File: config.mk
export PLATFORM = sky130hd
export DESIGN_NAME = uart_rx
export DESIGN_NICKNAME = d
export VERILOG_FILES = /design/src/rtl/uart_rx.sv
export SDC_FILE = /design/constraint.sdc
export NUM_CORES = 1
export LEC_CHECK = 0
export BUFFER_PORTS_ARGS = -buffer_cell sky130_fd_sc_hd__clkbuf_2
export CORE_MARGIN = 3
export CORE_UTILIZATION = 53
export CTS_CLUSTER_SIZE = 24
export DETAILED_ROUTE_END_ITERATION = 16
export PLACE_DENSITY = 0.74
export RECOVER_POWER = 50
export SLEW_MARGIN = 5
export SYNTH_ARGS = -nofsm -noshare
export SYNTH_HDL_FRONTEND = slang
export SYNTH_SLANG_ARGS = --single-unit
File: constraint.sdc
create_clock -name clk -period 2 [get_ports clk]
set_clock_uncertainty 0.15 [all_clocks]
set_input_delay 0.2 -clock clk [delete_from_list [all_inputs] [get_ports clk]]
set_output_delay 0.2 -clock clk [all_outputs]
set_load 0.01 [all_outputs]
File: src/rtl/uart_rx.sv
// uart_rx - 16x oversampled asynchronous serial receiver.
//   Synchronises rx, aligns an oversample divider to each start edge and
//   deframes start/data/parity/stop. Each completed word is presented with a
//   one-cycle data_valid strobe. The parity and framing error flags are held
//   with the word until the next data_valid.
// Ports:
//   clk         system clock
//   rst         asynchronous, active-low reset
//   rx          serial line, idles high, asynchronous to clk
//   data_out    last received word (LSB received first)
//   data_valid  one-cycle pulse when a frame completes
//   parity_err  parity mismatch in the last frame (0 when PARITY_BIT=0)
//   frame_err   a sampled stop bit was 0 in the last frame
//   busy        high from start-edge detection until the frame ends
// Configuration:
//   UART_RX_MAJORITY_EN  when defined, every bit is the 2-of-3 majority of the
//                        samples at ticks 7, 8 and 9. When undefined, the bit
//                        is the single sample taken at tick 8.
module uart_rx #(
  parameter int CLK_FREQ   = 50_000_000,
  parameter int BAUD_RATE  = 9600,
  parameter int PARITY_BIT = 0,
  parameter int DATA_LEN   = 8,
  parameter int STOP_BIT   = 1
) (
  input  logic                clk,
  input  logic                rst,
  input  logic                rx,
  output logic [DATA_LEN-1:0] data_out,
  output logic                data_valid,
  output logic                parity_err,
  output logic                frame_err,
  output logic                busy
);

  localparam int OS_DIV = CLK_FREQ / (BAUD_RATE * 16);
  localparam int DIV_W  = (OS_DIV > 1) ? $clog2(OS_DIV) : 1;
  localparam logic [DIV_W-1:0] DIV_LAST  = DIV_W'(OS_DIV - 1);
  localparam logic [3:0]       LAST_DATA = 4'(DATA_LEN - 1);
  localparam logic [3:0]       LAST_STOP = (STOP_BIT == 2) ? 4'd1 : 4'd0;

  typedef enum logic [2:0] {
    IDLE   = 3'd0,
    START  = 3'd1,
    DATA   = 3'd2,
    PARITY = 3'd3,
    STOP   = 3'd4
  } state_t;

`ifdef UART_RX_MAJORITY_EN
  function automatic logic maj3_f(input logic a, input logic b, input logic c);
    return (a & b) | (a & c) | (b & c);
  endfunction
`endif

  // Parity check over the received word plus the received parity bit.
  function automatic logic par_bad_f(input logic [DATA_LEN-1:0] d, input logic p);
    logic x;
    x = ^{d, p};
    if (PARITY_BIT == 1) begin
      return (x != 1'b1);
    end else if (PARITY_BIT == 2) begin
      return (x != 1'b0);
    end else begin
      return 1'b0;
    end
  endfunction

  logic             rx_meta_r, rx_sync_r, rx_prev_r;
  logic [DIV_W-1:0] div_cnt_r;
  logic [3:0]       tick_cnt_r;
  logic             samp8_r;
`ifdef UART_RX_MAJORITY_EN
  logic             samp7_r;
`endif
  logic             tick_s, decide_s, bit_s, start_edge_s, frame_done_s;
  state_t           state_r, next_state_s;
  logic [3:0]       bit_cnt_r;
  logic [DATA_LEN-1:0] shift_r;
  logic             par_bad_r, stop_bad_r;

  assign start_edge_s = (state_r == IDLE) && rx_prev_r && !rx_sync_r;
  assign tick_s       = (state_r != IDLE) && (div_cnt_r == DIV_LAST);
  // tick_cnt_r counts ticks from the bit boundary; the bit is resolved one tick
  // after mid-bit so both builds have identical timing and the majority build
  // already holds its third sample.
  assign decide_s     = tick_s && (tick_cnt_r == 4'd8);
`ifdef UART_RX_MAJORITY_EN
  assign bit_s = maj3_f(samp7_r, samp8_r, rx_sync_r);
`else
  assign bit_s = samp8_r;
`endif

  // Two-flop synchroniser plus one delayed copy used for falling-edge detection.
  always_ff @(posedge clk or negedge rst) begin
    if (!rst) begin
      rx_meta_r <= 1'b1;
      rx_sync_r <= 1'b1;
      rx_prev_r <= 1'b1;
    end else begin
      rx_meta_r <= rx;
      rx_sync_r <= rx_meta_r;
      rx_prev_r <= rx_sync_r;
    end
  end

  // Oversample divider and tick counter; both are held at zero while idle, so a
  // start edge restarts them in phase with the new frame.
  always_ff @(posedge clk or negedge rst) begin
    if (!rst) begin
      div_cnt_r  <= {DIV_W{1'b0}};
      tick_cnt_r <= 4'd0;
    end else if (state_r == IDLE) begin
      div_cnt_r  <= {DIV_W{1'b0}};
      tick_cnt_r <= 4'd0;
    end else if (tick_s) begin
      div_cnt_r  <= {DIV_W{1'b0}};
      tick_cnt_r <= tick_cnt_r + 4'd1;
    end else begin
      div_cnt_r  <= div_cnt_r + DIV_W'(1);
    end
  end

  // Capture mid-bit samples at tick 8 (and tick 7 for the majority vote).
  always_ff @(posedge clk or negedge rst) begin
    if (!rst) begin
      samp8_r <= 1'b1;
`ifdef UART_RX_MAJORITY_EN
      samp7_r <= 1'b1;
`endif
    end else begin
      if (tick_s && (tick_cnt_r == 4'd7)) begin
        samp8_r <= rx_sync_r;
      end
`ifdef UART_RX_MAJORITY_EN
      if (tick_s && (tick_cnt_r == 4'd6)) begin
        samp7_r <= rx_sync_r;
      end
`endif
    end
  end

  // FSM state register.
  always_ff @(posedge clk or negedge rst) begin
    if (!rst) begin
      state_r <= IDLE;
    end else begin
      state_r <= next_state_s;
    end
  end

  // FSM next-state logic and end-of-frame strobe.
  always_comb begin
    next_state_s = state_r;
    frame_done_s = 1'b0;
    case (state_r)
      IDLE: begin
        if (start_edge_s) next_state_s = START;
        else              next_state_s = IDLE;
      end
      START: begin
        if (decide_s) begin
          if (bit_s) next_state_s = IDLE;   // false start
          else       next_state_s = DATA;
        end else begin
          next_state_s = START;
        end
      end
      DATA: begin
        if (decide_s && (bit_cnt_r == LAST_DATA)) begin
          if (PARITY_BIT != 0) next_state_s = PARITY;
          else                 next_state_s = STOP;
        end else begin
          next_state_s = DATA;
        end
      end
      PARITY: begin
        if (decide_s) next_state_s = STOP;
        else          next_state_s = PARITY;
      end
      STOP: begin
        // Leaving at mid-stop lets a back-to-back start edge be seen.
        if (decide_s && (bit_cnt_r == LAST_STOP)) begin
          next_state_s = IDLE;
          frame_done_s = 1'b1;
        end else begin
          next_state_s = STOP;
        end
      end
      default: begin
        next_state_s = IDLE;
      end
    endcase
  end

  // Frame datapath: bit counter, shift register and pending error flags.
  always_ff @(posedge clk or negedge rst) begin
    if (!rst) begin
      bit_cnt_r  <= 4'd0;
      shift_r    <= {DATA_LEN{1'b0}};
      par_bad_r  <= 1'b0;
      stop_bad_r <= 1'b0;
    end else begin
      if (next_state_s != state_r) begin
        bit_cnt_r <= 4'd0;
      end else if (decide_s) begin
        bit_cnt_r <= bit_cnt_r + 4'd1;
      end
      if (start_edge_s) begin
        shift_r <= {DATA_LEN{1'b0}};
      end else if ((state_r == DATA) && decide_s) begin
        shift_r <= {bit_s, shift_r[DATA_LEN-1:1]};
      end
      if (start_edge_s) begin
        par_bad_r <= 1'b0;
      end else if ((state_r == PARITY) && decide_s) begin
        par_bad_r <= par_bad_f(shift_r, bit_s);
      end
      if (start_edge_s) begin
        stop_bad_r <= 1'b0;
      end else if ((state_r == STOP) && decide_s && !bit_s) begin
        stop_bad_r <= 1'b1;
      end
    end
  end

  // Registered outputs; the final stop sample is folded straight into frame_err.
  always_ff @(posedge clk or negedge rst) begin
    if (!rst) begin
      data_out   <= {DATA_LEN{1'b0}};
      data_valid <= 1'b0;
      parity_err <= 1'b0;
      frame_err  <= 1'b0;
      busy       <= 1'b0;
    end else begin
      data_valid <= frame_done_s;
      busy       <= (next_state_s != IDLE);
      if (frame_done_s) begin
        data_out   <= shift_r;
        parity_err <= par_bad_r;
        frame_err  <= stop_bad_r | ~bit_s;
      end
    end
  end

endmodule

**After elaboration in Yosys (flattened, before gate mapping)**

Index checks and enable logic that the tools add are counted.

- Logic and storage cells: 73
- Bits in latches: 0
- Bits in writable memories: 0
- Memories kept: 0
- ROM bits: 0
- Bits of input ports: 3
- Output and inout bits: 12
- Register bits: 46

- Equal/unequal tests: 9
- Magnitude comparators: 0
- Multiply operators: 0
- Divide/modulo/power cells: 0
- Muxes and demuxes: 21
- Add/subtract/negate cells: 3
- Shift-type cells: 0
- Reductions and logical operators: 22
- Bitwise gates (word level): 2

Operators with widths:

| cell | count |
|---|---|
| $mux W9 | 2 |
| $mux W4 | 4 |
| $mux W8 | 2 |
| $pmux W3 S5 | 1 |
| $mux W3 | 4 |
| $logic_and A1 B1 Y1 | 11 |
| $reduce_bool A2 Y1 | 5 |
| $add A9 B1 Y9 const B | 1 |
| $eq A9 B9 Y1 const B | 1 |
| $add A4 B1 Y4 const B | 2 |
| $eq A4 B3 Y1 const B | 2 |
| $mux W1 | 7 |
| $eq A3 B2 Y1 const B | 2 |
| $reduce_bool A3 Y1 | 2 |
| $eq A4 B4 Y1 const B | 1 |
| $logic_not A4 Y1 | 1 |
| $eq A3 B1 Y1 const B | 1 |
| $eq A3 B3 Y1 const B | 1 |
| $logic_not A3 Y1 | 1 |
| $ne A3 B3 Y1 | 1 |
| $logic_not A1 Y1 | 2 |
| $mux W2 | 1 |
| $not A1 Y1 | 1 |
| $or A1 B1 Y1 | 1 |

**Depth between registers and ports, before layout**

Gate-level depths: netlist of run 1.

- Depth after elaboration: 8
- Gate-level depth with buffers: 7
- Mapped depth without buffers: 6

**Worst setup path after synthesis of run 1**

No wires, ideal clock.

- Path kind: flip-flop to flip-flop
- From: register bit_cnt_r[0]
- To: register data_out[0]
- Stages on the path, launching flop included: 6
- Clock period less this slack: 2.081 ns
- Arrival: 1.806 ns
- Setup slack: -0.081 ns
- Path buffers: 0
- Cell sequence: dfrtp_1 -> inv_1 -> ha_1 -> or3b_2 -> nor3_4 -> mux2_2

- Word-level cells in the longest chain between the ends: 4

Ends and longest elaborated chain:

| item | RTL line | source |
|---|---|---|
| start, declared | 78 | `logic [3:0] bit_cnt_r;` |
| start signal, assigned | 207 | `bit_cnt_r <= bit_cnt_r + 4'd1;` |
| $logic_not A4 Y1 | 183 | `if (decide_s && (bit_cnt_r == LAST_STOP)) begin` |
| $logic_and A1 B1 Y1 | 183 |  |
| $mux W1 | 183 |  |
| $mux W1 | 156 | `case (state_r)` |
| end signal, assigned | 230 | `data_out <= {DATA_LEN{1'b0}};` |
| end signal, assigned | 239 | `data_out <= shift_r;` |
| end, declared | 29 | `output logic [DATA_LEN-1:0] data_out,` |

No other way between the ends.
A chain may end at the register's enable or synchronous reset.

**Final worst setup path of run 1**

- From: register bit_cnt_r[0]
- To: register data_out[7]

Same word-level chain as after synthesis.

==> results of run 1 <==
==> power by group through the flow <==
stage	combinational (mW)	sequential, mW	clock (mW)
after floorplan	0.144	1.02	0
after global placement	0.306	0.994	0
after detailed placement	0.323	0.996	0
after CTS	0.347	0.978	0.712
after global routing	0.457	0.993	0.750
final	0.412	0.986	0.696
==> registers in the layout (all words and copies together), names as in the netlist <==
signal      flops
data_out        8
shift_r         8
state_r         3
rx_meta_r       1
stop_bad_r      1
rx_sync_r       1
data_valid      1
frame_err       1
bit_cnt_r       4
rx_prev_r       1
bit_s           1
busy            1
tick_cnt_r      4
div_cnt_r       9
==> per-layer routing <==
layer | up-vias | part of all wire | GRT usage | wire length, um
met2 | 50 | 0.51 | 0.344 | 2330
met1 | 774 | 0.42 | 0.256 | 1940
met4 | 0 | 0.020 | 0.0852 | 93
li1 | 742 | - | - | -
met3 | 11 | 0.050 | 0.0551 | 229
met5 | - | 0 | 0 | 0
==> through the flow <==
step	TNS [ns]	std cells	utilization	worst slack, ns
CTS	-0.0959	276	0.704	-0.0225
global placement	-0.0169	264	0.651	-0.0169
floorplan	-0.288	180	-	-0.0341
finish	-0.165	281	0.735	-0.0326
global route	-0.486	281	0.735	-0.0585
detailed placement	-0.148	264	0.651	-0.0913
==> final cells by class <==
class | instances | area [um2] | area share
Inverter | 7 | 26.3 | 0.00955
Sequential cell | 44 | 1110 | 0.402
Multi-Input combinational cell | 123 | 1040 | 0.377
Clock buffer | 5 | 68.8 | 0.0250
Clock inverter | 3 | 46.3 | 0.0168
Tap cell | 48 | 60.1 | 0.0218
Timing Repair Buffer | 51 | 405 | 0.147
==> kinds of logic after synthesis <==
family                   share of synthesized area
XOR/XNOR                                    0.0502
other                                      0.00179
AND/OR/NAND/NOR                              0.212
AO/OA/AOI/OAI                               0.0449
multiplexers                                0.0969
buffers and inverters                       0.0299
flip-flops                                   0.529
adder cells (fa/ha/maj)                     0.0359
==> synthesized netlist by cell type (all sizes together) (5+ instances only) <==
master | n | area (um2)
mux2i | 9 | 90.1
nor3 | 5 | 41.3
nor2 | 24 | 90.1
inv | 7 | 26.3
dfrtp | 40 | 1000
xnor2 | 5 | 43.8
ha | 6 | 75.1
mux2 | 10 | 113
nand3 | 8 | 52.6
buf | 5 | 32.5
xor2 | 7 | 61.3
==> what timing repair did <==
item / in CTS / in global routing
resized for setup: 9 / 19
hold buffers: 2 / 0
setup endpoints to repair: 13 / 22
hold endpoints to repair: 19 / 0
pin swaps: 6 / 6
buffers inserted: 2 / 5
==> layout by cell type, fill, tap and decap left out, drive strengths merged, types with 2 or more instances in the layout <==
master       netlist  final
and3b              2      2
nor3               5      5
ha                 6      6
nand2b             2      2
nand4              4      4
or4bb              2      2
dfstp              4      4
nor4               3      3
clkbuf             1     18
xor2               7      7
and3               2      2
mux2              10     10
nand2              4      4
mux2i              9      9
buf                5     36
nor3b              3      3
nor2              24     24
xnor2              5      5
nand3              8      8
nand3b             2      2
a21oi              3      3
o31ai              2      2
o21ai              3      3
and4bb             2      2
or3                3      3
dfrtp             40     40
inv                7      8
dlygate4sd3        0      2
==> worst min path at each step <==
stage,slack [ns],depth (start not counted),endpoint
after floorplan,-0.25,0,bit_cnt_r[0]
after global placement,0.07,1,div_cnt_r[8]
after detailed placement,0.08,1,div_cnt_r[2]
after CTS,0.21,0,rx_sync_r
after global routing,0.22,0,rx_sync_r
final,0.21,0,rx_sync_r
==> impl_metrics.ini, run 1 <==
[status]
status = finished, violations left
failed_checks = setup timing

[power]
pwr-share-comb = 0.197
power_frac_clock = 0.332
p_sw_frac = 0.272
power_density_nw_per_um2 = 761
p_leak_nw = 1.35
total_power_mw = 2.09
p_int_mw = 1.52
peakVddDrop_v = 0.000548
seqPwrFrac = 0.471
power_switching_mw = 0.570

[global_routing]
antenna_found_initial = 0
track_usage = 0.208
grt_pass1_vias = 1489
grt_pass1_wl_um = 7060
grt_overflow = 0
grt_start_max_net_pins = 24

[sta]
whs_ns = 0.215
finalSetupViolations = 7
relSlewSlack = 0.162
post-route-min-period_ns = 2.03
period_share = 1.02
slew_violations = 0
final.setup.worst_slack_ns = -0.0326
fmax_ghz = 0.492
worstMarginPinSlew_ns = 1.26
hold_viol = 0
rsz0062_at_grt = true

[critical_path]
startpoint = bit_cnt_r[0]
rr_endpoint = data_out[7]
r2r_slack_ns = -0.03
timing.rr.start = bit_cnt_r[0]
worstPathArrival_ns = 2.07
path_buf_inv = 2
max_stage_delay_ns = 0.41
critPathRequiredTime_ns = 2.04
worst-r2r-cell-count = 6
cp_top_family = simple AND/OR/NAND/NOR gates
path_class = flip-flop to flip-flop
critPathMaxFanout = 9
cp_cell_sequence = inv_2 > ha_4 > or3b_4 > nor3_4 > buf_12 > mux2_1
cp.depth = 6
start_kind = flip-flop
critPathCaptureType = flip-flop
endpoint = data_out[7]
worst_path_max_delay_cell = or3b_4

[finish]
fill_cells = 250
diodes = 0
nNetsFinal = 241
drive_gt1_frac = 0.395
final_cell_area_um2 = 2750
area_growth_pct = 31.5

[synthesis]
synth.distinct_cells = 46
synth_seq_cells = 44
synth_edf_count = 0
syn-cell-area_um2 = 2090
async_flop_share = 1.00
syn-mean-instance-area_um2 = 11.6
syn-num-nets = 189
yosys_most_used_dff = dfrtp_1
yosys_warnings = 0
synth_seq_area_share = 0.529
syn_inst = 180

[placed_design]
gp_congestion = 0.801
dp_hpwl_um = 3040
place_area_um2 = 2440
port_buffers = 13

[routing]
drt-initial-drc-count = 77
vias = 1577
wl_per_cell_um = 16.3
ant_nets = 0
dr.pass1.iters = 5
via_per_inst = 5.61
route.detailed.drc = 0
wl_um = 4590

[clock_network]
cts_sinks = 44
cts_tree = built
path_clk_slew_ns = 0.08
clock-root-buffer = clkbuf_8
htreeDepth = 2
cts_buffers = 5
clkLatencyLatePin_ns = 0.30
clockBufferDepth = 2

[die]
die_y_um = 68.8
die_area_um2 = 4740
num_rows = 22
core_region_area_um2 = 3740
io_pins = 15
die_w_um = 68.8
start_util = 0.559

[min_path]
hp-start = rx_meta_r
hp-class = flip-flop to flip-flop

[job]
maxCapViolations = 0
No activity file was read; power rests on OpenSTA's default activity.
==> inputs of run 2 (changes only) <==
--- a/config.mk
+++ b/config.mk
@@ -7,10 +7,11 @@
 export LEC_CHECK = 0
 export BUFFER_PORTS_ARGS = -buffer_cell sky130_fd_sc_hd__clkbuf_2
 export CORE_MARGIN = 3
-export CORE_UTILIZATION = 53
+export CORE_UTILIZATION = 59
 export CTS_CLUSTER_SIZE = 24
 export DETAILED_ROUTE_END_ITERATION = 16
-export PLACE_DENSITY = 0.74
+export HOLD_SLACK_MARGIN = 0.12
+export PLACE_DENSITY = 0.78
 export RECOVER_POWER = 50
 export SLEW_MARGIN = 5
 export SYNTH_ARGS = -nofsm -noshare
==> constraint.sdc (replaced) <==
create_clock -name clk -period 2.15 [get_ports clk]
set_clock_uncertainty 0.15 [all_clocks]
set_input_delay 0.215 -clock clk [delete_from_list [all_inputs] [get_ports clk]]
set_output_delay 0.215 -clock clk [all_outputs]
set_load 0.01 [all_outputs]
==> run 2 against run 1 <==
Net effect:
- the flow now finishes without violations
- total power fell by 25%
- sequential power fell by 5.4%
- first-iteration DRC count rose by 68%
- via count fell by 6.7%
- setup slack improved by 0.081 ns
- hold slack improved by 0.0042 ns
- non-clock buffer count fell by 20
- clock power fell by 45%
- critical path depth did not move
- core utilization rose by 0.92 points
- clock-buffer cell count rose by 1
- register-to-register slack improved by 0.08 ns
- largest cell class unchanged
==> impl_metrics.ini, run 2 (same netlist as run 1, synthesis figures left out) <==
[sta]
relSlewSlack = 0.325
finalSetupViolations = 0
hold_viol = 0
worstMarginPinSlew_ns = 1.01
fmax_ghz = 0.476
post-route-min-period_ns = 2.10
period_share = 0.977
final.setup.worst_slack_ns = 0.0485
slew_violations = 0

[routing]
wl_um = 4120
route.detailed.drc = 0
drt-initial-drc-count = 129
vias = 1471
dr.pass1.iters = 4
wl_per_cell_um = 16.0
via_per_inst = 5.72
ant_nets = 0

[placed_design]
port_buffers = 13
gp_congestion = 0.908
dp_hpwl_um = 2970
place_area_um2 = 2290
place_ws_ns = 0.0205

[clock_network]
cts_sinks = 44
htreeDepth = 2
path_clk_slew_ns = 0.13
cts_buffers = 5
clockBufferDepth = 2
clkLatencyLatePin_ns = 0.36
clock-root-buffer = clkbuf_4
cts_tree = built

[die]
num_rows = 20
die_y_um = 65.5
io_pins = 15
die_w_um = 65.5
start_util = 0.653
core_region_area_um2 = 3200
die_area_um2 = 4300

[finish]
nNetsFinal = 221
area_growth_pct = 13.9
largest_register_ffs = 9
reg_top3 = div_cnt_r (9), data_out (8), shift_r (8)
final_common_cell = dfrtp_1
final_cell_area_um2 = 2380
diodes = 0
largest_register = div_cnt_r
mostFrequentLayoutCells = dfrtp_1 (40), nor2_1 (24), buf_4 (13)
final_util = 0.744
drive_gt1_frac = 0.235

[critical_path]
worstPathArrival_ns = 2.19
max_stage_delay_ns = 0.42
path_class = flip-flop to flip-flop
cp_cell_sequence = inv_1 > ha_1 > or3b_4 > nor3_4 > buf_12 > mux2_2
r2r_slack_ns = 0.05
start_kind = flip-flop
critPathCaptureType = flip-flop
worst_path_max_delay_cell = dfrtp_1
critPathRequiredTime_ns = 2.24
critPathMaxFanout = 9

[global_routing]
grt_start_max_net_pins = 27
track_usage = 0.220
grt_overflow = 0
antenna_found_initial = 0
grt_pass1_vias = 1562
grt_pass1_wl_um = 7210

[power]
power_density_nw_per_um2 = 659
p_leak_nw = 1.16
peakVddDrop_v = 0.000707

[min_path]
hp-class = flip-flop to flip-flop

[job]
maxCapViolations = 0

[status]
status = finished clean
[run 2: final cells by class]
| cell class | count | area (um2) |
|---|---|---|
| repair buffers | 31 | 206 |
| well taps | 44 | 55.1 |
| multi-input cells | 123 | 936 |
| fillers | 247 | 820 |
| inverters | 7 | 26.3 |
| flip-flops and latches | 44 | 1110 |
| clock buffers | 6 | 41.3 |
| clock inverters | 2 | 12.5 |
[run 2: path summary, 6_finish.rpt]
check,startpoint,endpoint,cells past startpoint
worst max-delay path,bit_cnt_r[0],data_out[4],6
worst min-delay path,rx_meta_r,rx_sync_r,0
worst max register to register,bit_cnt_r[0],data_out[4],6
worst min register to register,rx_meta_r,rx_sync_r,0
max in group asynchronous,rst,shift_r[4],3
min in group asynchronous,rst,tick_cnt_r[3],2
[run 2: through the flow]
step	std cells	total power, mW	hold WS, ns	setup TNS, ns
6_report	257	1.57	0.219	0
5_1_grt	257	1.68	0.227	-0.0407
4_1_cts	254	1.58	0.195	0
3_5_place_dp	244	1.19	0.0413	0
3_3_place_gp	244	1.18	0.0308	0
2_1_floorplan	180	1.08	-0.231	0
[run 2: layer usage]
metal | part of all wire | vias to the layer above | GRT usage
met5 | 0 | - | 0
met3 | 0.042 | 9 | 0.0581
met2 | 0.52 | 38 | 0.377
li1 | - | 695 | -
met1 | 0.42 | 729 | 0.269
met4 | 0.017 | 0 | 0.0751
[run 2: what timing repair did]
| item | 4_1_cts | 5_1_grt |
|---|---|---|
| resized for setup | 0 | 7 |
| hold buffers | 2 | 0 |
| endpoints found under the setup margin | 0 | 17 |
| endpoints found under the hold margin | 32 | 0 |
| setup buffers | 0 | 3 |
[run 2: critical path: cells and delay by family (launching register included)]
family                   cells  cell delay, ns
buffers and inverters        2            0.27
adder cells (fa/ha/maj)      1            0.18
flip-flops                   1            0.42
AND/OR/NAND/NOR              2            0.63
multiplexers                 1            0.33
[run 2: report_power, final]
part / total, mW / switching, mW / internal [mW]
clock: 0.385 / 0.258 / 0.126
combinational: 0.253 / 0.134 / 0.119
sequential: 0.933 / 0.0513 / 0.882
total: 1.57 / 0.444 / 1.13
